### src/rtl/mycpu_pkg.sv
// Shared definitions for the mul/div unit.
// Op encodings, FSM states and the default data width.
package mycpu_pkg;

    localparam int DATA_WIDTH_DEF = 32;

    typedef enum logic [2:0] {
        OP_MULT  = 3'd0,
        OP_MULTU = 3'd1,
        OP_DIV   = 3'd2,
        OP_DIVU  = 3'd3,
        OP_MTHI  = 3'd4,
        OP_MTLO  = 3'd5
    } op_e;

    typedef enum logic [1:0] {
        ST_IDLE = 2'd0,
        ST_CALC = 2'd1,
        ST_DONE = 2'd2
    } state_e;

    // True for the ops that interpret operands as two's complement.
    function automatic logic op_is_signed(input logic [2:0] op);
        return (op == OP_MULT) || (op == OP_DIV);
    endfunction

endpackage

### src/rtl/mycpu_muldiv_step.sv
// One radix-2 iteration on unsigned magnitudes:
// shift-add for multiply, restoring subtract for divide.
module mycpu_muldiv_step #(
    parameter int W = 32
) (
    input  logic         is_div,
    input  logic [W-1:0] acc_hi,
    input  logic [W-1:0] acc_lo,
    input  logic [W-1:0] operand,
    output logic [W-1:0] nxt_hi,
    output logic [W-1:0] nxt_lo
);

    logic [W:0]   sum;
    logic [W:0]   shifted;
    logic [W-1:0] diff;
    logic         fits;

    // Multiply: {hi,lo} shifts right with the carry entering hi.
    // Divide: {rem,quo} shifts left, subtract when divisor fits.
    always_comb begin
        sum     = {1'b0, acc_hi} + (acc_lo[0] ? {1'b0, operand} : '0);
        shifted = {acc_hi, acc_lo[W-1]};
        fits    = (shifted >= {1'b0, operand});
        diff    = shifted[W-1:0] - operand;
        if (is_div) begin
            nxt_hi = fits ? diff : shifted[W-1:0];
            nxt_lo = {acc_lo[W-2:0], fits};
        end else begin
            nxt_hi = sum[W:1];
            nxt_lo = {sum[0], acc_lo[W-1:1]};
        end
    end

endmodule

### src/rtl/mycpu_muldiv.sv
// Iterative multiply/divide unit owning the HI/LO registers.
// Signed ops run on magnitudes; the sign is applied at write-back.
module mycpu_muldiv
    import mycpu_pkg::*;
#(
    parameter int DATA_WIDTH = DATA_WIDTH_DEF,
    parameter int SIGN_EN    = 1
) (
    input  logic                  clk,
    input  logic                  reset,
    input  logic                  in_valid,
    output logic                  in_ready,
    input  logic [2:0]            op,
    input  logic [DATA_WIDTH-1:0] src_a,
    input  logic [DATA_WIDTH-1:0] src_b,
    input  logic                  cancel,
    output logic                  out_valid,
    input  logic                  out_ready,
    output logic                  div_by_zero,
    output logic [DATA_WIDTH-1:0] hi,
    output logic [DATA_WIDTH-1:0] lo
);

    localparam int W  = DATA_WIDTH;
    localparam int CW = $clog2(W);
    localparam logic [CW-1:0] LAST = CW'(W - 1);

    state_e         state_q, state_d;
    logic [W-1:0]   acc_hi_q, acc_hi_d;
    logic [W-1:0]   acc_lo_q, acc_lo_d;
    logic [W-1:0]   opnd_q, opnd_d;
    logic [W-1:0]   a_raw_q, a_raw_d;
    logic [W-1:0]   hi_q, hi_d;
    logic [W-1:0]   lo_q, lo_d;
    logic [CW-1:0]  cnt_q, cnt_d;
    logic           is_div_q, is_div_d;
    logic           neg_q_q, neg_q_d;
    logic           neg_r_q, neg_r_d;
    logic           dbz_q, dbz_d;

    logic [W-1:0]   step_hi, step_lo;
    logic           sgn, a_neg, b_neg, accept;
    logic [W-1:0]   a_mag, b_mag;
    logic [2*W-1:0] prod, prod_fix;
    logic [W-1:0]   quo_fix, rem_fix;

    mycpu_muldiv_step #(
        .W (W)
    ) u_step (
        .is_div  (is_div_q),
        .acc_hi  (acc_hi_q),
        .acc_lo  (acc_lo_q),
        .operand (opnd_q),
        .nxt_hi  (step_hi),
        .nxt_lo  (step_lo)
    );

    // Operand magnitudes at issue and sign fixup at completion.
    always_comb begin
        sgn      = (SIGN_EN != 0) && op_is_signed(op);
        a_neg    = sgn && src_a[W-1];
        b_neg    = sgn && src_b[W-1];
        a_mag    = a_neg ? -src_a : src_a;
        b_mag    = b_neg ? -src_b : src_b;
        prod     = {acc_hi_q, acc_lo_q};
        prod_fix = neg_q_q ? -prod : prod;
        quo_fix  = neg_q_q ? -acc_lo_q : acc_lo_q;
        rem_fix  = neg_r_q ? -acc_hi_q : acc_hi_q;
    end

    // Next-state, datapath and handshake logic.
    always_comb begin
        state_d  = state_q;
        acc_hi_d = acc_hi_q;
        acc_lo_d = acc_lo_q;
        opnd_d   = opnd_q;
        a_raw_d  = a_raw_q;
        hi_d     = hi_q;
        lo_d     = lo_q;
        cnt_d    = cnt_q;
        is_div_d = is_div_q;
        neg_q_d  = neg_q_q;
        neg_r_d  = neg_r_q;
        dbz_d    = dbz_q;
        in_ready = (state_q == ST_IDLE) && !cancel && !reset;
        accept   = in_valid && in_ready;

        case (state_q)
            ST_IDLE: begin
                if (accept) begin
                    case (op)
                        OP_MULT, OP_MULTU: begin
                            state_d  = ST_CALC;
                            is_div_d = 1'b0;
                            acc_hi_d = '0;
                            acc_lo_d = b_mag;
                            opnd_d   = a_mag;
                            a_raw_d  = src_a;
                            neg_q_d  = a_neg ^ b_neg;
                            neg_r_d  = 1'b0;
                            dbz_d    = 1'b0;
                            cnt_d    = '0;
                        end
                        OP_DIV, OP_DIVU: begin
                            state_d  = ST_CALC;
                            is_div_d = 1'b1;
                            acc_hi_d = '0;
                            acc_lo_d = a_mag;
                            opnd_d   = b_mag;
                            a_raw_d  = src_a;
                            neg_q_d  = a_neg ^ b_neg;
                            neg_r_d  = a_neg;
                            dbz_d    = (src_b == '0);
                            cnt_d    = '0;
                        end
                        OP_MTHI: hi_d = src_a;
                        OP_MTLO: lo_d = src_a;
                        default: ;
                    endcase
                end
            end
            ST_CALC: begin
                if (cancel) begin
                    state_d = ST_IDLE;
                end else begin
                    acc_hi_d = step_hi;
                    acc_lo_d = step_lo;
                    cnt_d    = cnt_q + 1'b1;
                    if (cnt_q == LAST) begin
                        state_d = ST_DONE;
                    end
                end
            end
            ST_DONE: begin
                if (cancel) begin
                    state_d = ST_IDLE;
                end else if (out_ready) begin
                    state_d = ST_IDLE;
                    if (!is_div_q) begin
                        hi_d = prod_fix[2*W-1:W];
                        lo_d = prod_fix[W-1:0];
                    end else if (dbz_q) begin
                        hi_d = a_raw_q;
                        lo_d = '1;
                    end else begin
                        hi_d = rem_fix;
                        lo_d = quo_fix;
                    end
                end
            end
            default: state_d = ST_IDLE;
        endcase
    end

    // State registers with synchronous reset.
    always_ff @(posedge clk) begin
        if (reset) begin
            state_q  <= ST_IDLE;
            acc_hi_q <= '0;
            acc_lo_q <= '0;
            opnd_q   <= '0;
            a_raw_q  <= '0;
            hi_q     <= '0;
            lo_q     <= '0;
            cnt_q    <= '0;
            is_div_q <= 1'b0;
            neg_q_q  <= 1'b0;
            neg_r_q  <= 1'b0;
            dbz_q    <= 1'b0;
        end else begin
            state_q  <= state_d;
            acc_hi_q <= acc_hi_d;
            acc_lo_q <= acc_lo_d;
            opnd_q   <= opnd_d;
            a_raw_q  <= a_raw_d;
            hi_q     <= hi_d;
            lo_q     <= lo_d;
            cnt_q    <= cnt_d;
            is_div_q <= is_div_d;
            neg_q_q  <= neg_q_d;
            neg_r_q  <= neg_r_d;
            dbz_q    <= dbz_d;
        end
    end

    assign out_valid   = (state_q == ST_DONE);
    assign div_by_zero = (state_q == ST_DONE) && dbz_q;
    assign hi          = hi_q;
    assign lo          = lo_q;

endmodule

### config.mk
export PLATFORM = sky130hd
export DESIGN_NAME = mycpu_muldiv
export DESIGN_NICKNAME = d
export VERILOG_FILES = /design/src/rtl/mycpu_pkg.sv /design/src/rtl/mycpu_muldiv_step.sv /design/src/rtl/mycpu_muldiv.sv
export SDC_FILE = /design/constraint.sdc
export NUM_CORES = 1
export LEC_CHECK = 0
export BUFFER_PORTS_ARGS = -buffer_cell sky130_fd_sc_hd__buf_4
export CAP_MARGIN = 20
export CORE_UTILIZATION = 50
export CTS_CLUSTER_DIAMETER = 200
export DETAILED_ROUTE_END_ITERATION = 16
export HOLD_SLACK_MARGIN = 0.1
export PLACE_DENSITY = 0.67
export SLEW_MARGIN = 25
export SYNTH_ARGS = -nofsm -noshare
export SYNTH_HDL_FRONTEND = slang
export SYNTH_SLANG_ARGS = --single-unit
### constraint.sdc
create_clock -name clk -period 6.35 [get_ports clk]
set_input_delay 1.27 -clock clk [delete_from_list [all_inputs] [get_ports clk]]
set_output_delay 1.27 -clock clk [all_outputs]
set_load 0.02 [all_outputs]
==> reports/summary.md <==
The run finished with clean final reports. The number of port buffers works out to 138. Setup repair after global routing left no endpoint under its margin. The logs give 0.243 for the part of the Yosys area used for sequential elements and 0.0177 sq mm for the cell area reported after detailed placement. The run gives 0.233 GHz as the maximum clock rate. Entering global routing, the biggest net connects 82 pins. The count of cells along the worst register-to-register path is 13. In this run the power spent charging and discharging nets is 1.12 mW.

The power share of the combinational group came out at 0.206. After routing the design area is 0.0186 sq mm. The number of cells traversed by the worst hold path is 2, and the combined global-route utilization of all metal layers is 0.363.

The growth of design area from synthesis to finish was 10.8%; the number of standard cells after synthesis was 2321. The worst-case headroom to the max-slew limit was 0.309; the average footprint of a synthesized cell was 7.22 sq um. For this design, the slowest cell found on the critical path is o21ai_0. For this block, the via count after detailed routing is 17900. The worst register-to-register path begins at acc_lo_q[0]$_SDFFE_PP0P_. The critical path data arrival time was 4.75 ns. The share of synthesized flip-flops with an asynchronous set or reset is 0. The area fraction of the dominant cell type after synthesis was 0.243; the total wire length after detailed routing was 63400 microns.

The worst setup path is launched from a register. The min-delay analysis places its worst path in the category reg2reg. Walking the worst path, the cells encountered are inv_1 > buf_4 > nor2_1 > ha_1 > o211ai_1 > o21ai_0 > o2111ai_1 > a31oi_1 > a21oi_1 > o221ai_1 > a211oi_1 > a311o_1 > a21oi_1.

Setup violations remaining at the end of the flow were counted as 0. The logs give 2.05 ns for the worst-case register-to-register setup slack and 0.421 for the share of power burned in the clock network. The biggest area contributor in the post-synthesis netlist is dfxtp_1. After floorplanning, the core was divided into 66 placement rows.

IR analysis of the VDD net gives a maximum drop of 187 uV. After detailed routing, the average wire length per cell comes to 22.8 microns. The share of post-route cells with drive strength above 1 works out to 0.107. The net count of the mapped netlist was 2465; the count of antenna diodes in the layout was 0. The residual antenna-violating net count after detailed routing was 0; the final setup skew was 0.0205 ns. The synthesized design contains 203 register bits. The max capacitance violation total is 0, and the number of distinct library cell variants in the gate-level netlist after synthesis is 85. Power after layout: 3.60 mW.

Yosys mapped a number of flops with a built-in enable equal to 0. The estimated wirelength of the detail-placed design was 47000 microns. The final-layout setup total negative slack came out at 0 ns. The number of pins with negative max-slew slack in the final report was 0.

Summed over all layers, the global routing overflow is 0. At the later pin of the worst-skew pair, clock insertion delay measures 0.54 ns. The vertical die dimension works out to 185 microns.

The Yosys step of the flow raised 0 warnings. Yosys attributes the largest share of cell area to dfxtp_1 (24%), a21oi_1 (7.3%), nand2_1 (6.5%), xnor2_1 (6.2%), o21ai_0 (5.4%). The library cell used most frequently in the layout, excluding fill and tap cells, is nand2_1.

The worst hold path begins at lo[8]$_SDFFE_PP0P_. For the number of primary I/O pins, the log shows 139. For the violation count after the first detailed-routing iteration, the log shows 1965.

The run gives 6.80 ns as the data required time of the critical path. The maximum fanout encountered on the critical timing path was 30. The area used by multi-input combinational logic was 0.0116 sq mm. Sink of the worst hold path: lo[8]$_SDFFE_PP0P_. TritonCTS built the clock tree. The first global-routing pass estimated 95000 microns of wire. The post-detailed-route via-to-cell ratio is 6.45. On the final layout, the worst hold slack is 0.453 ns.

For the total of cells resized after clock tree synthesis, the log shows 0. The hold violation total from the final report is 0. The first TritonRoute pass finished after 5 iterations. Fill cells in the final layout number 3182.

The die covers 0.0342 sq mm. For the pin with the worst max-slew slack, the measured transition is 1.04 ns. The longest clock path from root to sink contains 3 buffers.

Leaving out fill and tap cells, the most frequent cells in the layout are nand2_1 (290), a21oi_1 (245), nor2_1 (212), dfxtp_1 (201), o21ai_0 (181). In this run the horizontal extent of the chip is 185 microns. The count of buffers added by post-CTS timing repair for setup was 0; the critical path's largest stage delay was 0.55 ns. Summed over all cells, the static leakage comes to 7.25 nW.

For this design, the sink count on the clock tree is 203. Counting I/O delays and the setup requirement, the final critical path takes 4.30 ns. The net count of the finished layout is 2461. The worst setup path is captured at a register. Across the whole layout, storage elements account for 0.00407 sq mm. The via count of the first global-routing pass is 16200, and the number of buffers created by CTS is 25. The final critical-path share of the clock period works out to 0.677.

The worst setup path is of the reg2reg kind. The most used flip-flop cell after synthesis is dfxtp_1. The tools report the worst reg2reg path endpoint as acc_hi_q[30]$_SDFFE_PP0P_.

The fraction of power spent switching nets works out to 0.312. Dividing total power by cell area gives a power density of 194 mW/mm^2. The run gives 0.373 as the part of the total power dissipated in sequential elements. Cell internal power was estimated by the tool at 2.48 mW. The clock transition at the registers of the reported paths is 0.06 ns, and the placeable core region is 0.0328 sq mm. For the count of H-tree levels built during CTS, the log shows 1. The DRC violation count after routing is 0, and the initial cell density of the core is 0.511.

Summing every instance area after synthesis gives 0.0168 sq mm. Hold repair after CTS inserted 0 buffers. The tools report the initial antenna violation count as 1.

CTS placed an instance of clkbuf_16 at the clock tree root. The tools report the placer congestion estimate as 0.976. The cell that appears most often on the critical path is a21oi_1.
worst max-delay path: cells and delay by family, from the launching register on:
family,cells,cell delay [ns]
flops,1,0.42
buf+inv,2,0.55
fa+ha+maj,1,0.37
compound gates,9,2.74
simple gates,1,0.09
state kept, by name, indices dropped and copies added, names as in the netlist:
| register | cells |
|---|---|
| dbz_q | 1 |
| lo | 32 |
| neg_q_q | 1 |
| acc_hi_q | 32 |
| a_raw_q | 32 |
| is_div_q | 1 |
| cnt_q | 5 |
| acc_lo_q | 32 |
| opnd_q | 32 |
| state_q | 2 |
| neg_r_q | 1 |
| hi | 32 |
power by group through the flow:
stage	sequential [mW]	combinational (mW)	clock [mW]
after floorplan	1.35	0.497	0
after global placement	1.37	0.713	0
after detailed placement	1.37	0.715	0
after CTS	1.34	0.719	1.52
after global routing	1.34	0.788	1.57
final	1.34	0.742	1.52
logic make-up (layout without fill, tap and decap cells):
group	after synthesis	in the layout	share of synthesized area
buffers and inverters	262	275	0.0654
DFF	203	203	0.243
and+or+nand+nor	756	756	0.209
muxes	61	61	0.0368
AOI/OAI and AO/OA	773	773	0.290
xor gates and xnor gates	194	194	0.101
adders and majority gates	72	72	0.0547
layout make-up:
cell class | count | area share
Clock buffer | 32 | 0.0367
Timing Repair Buffer | 160 | 0.0647
Tap cell | 442 | 0.0298
Inverter | 71 | 0.0144
Multi-Input combinational cell | 1856 | 0.626
Clock inverter | 12 | 0.00896
Sequential cell | 203 | 0.219
stage by stage:
| stage | setup WS, ns | utilization | cells |
|---|---|---|---|
| after floorplan | 2.60 | - | 2321 |
| after global placement | 1.89 | 0.540 | 2732 |
| after detailed placement | 1.87 | 0.541 | 2732 |
| after CTS | 2.21 | 0.566 | 2776 |
| after global routing | 1.94 | 0.566 | 2776 |
| final | 2.05 | 0.566 | 2776 |
Yosys cell counts (all sizes together), types with 22 or more instances:
master / instances
nand2: 291
a21oi: 246
nor2: 213
dfxtp: 203
o21ai: 184
clkbuf: 154
xnor2: 118
xor2: 76
ha: 70
inv: 70
mux2i: 56
nand3: 54
o31ai: 40
nor3: 39
o211ai: 39
buf: 37
a211oi: 31
a21o: 31
o221ai: 28
nand2b: 22
nor4: 22
how the worst max path moves through the flow:
stage / start / endpoint / cells after the start
floorplan: reset / in_ready / 4
detailed placement: reset / acc_lo_q[31]$_SDFFE_PP0P_ / 12
global route: acc_lo_q[0]$_SDFFE_PP0P_ / acc_hi_q[30]$_SDFFE_PP0P_ / 13
global placement: reset / acc_lo_q[31]$_SDFFE_PP0P_ / 12
finish: acc_lo_q[0]$_SDFFE_PP0P_ / acc_hi_q[30]$_SDFFE_PP0P_ / 13
CTS: acc_lo_q[0]$_SDFFE_PP0P_ / acc_hi_q[30]$_SDFFE_PP0P_ / 13
layer usage:
metal  up-vias  global-route usage  share of wire
met3       176              0.0606          0.091
met4         0               0.199          0.058
met2       924               0.568           0.44
met5         -                   0              0
li1       8357                   -              -
met1      8449               0.474           0.41
No activity file was read; power rests on OpenSTA's default activity.
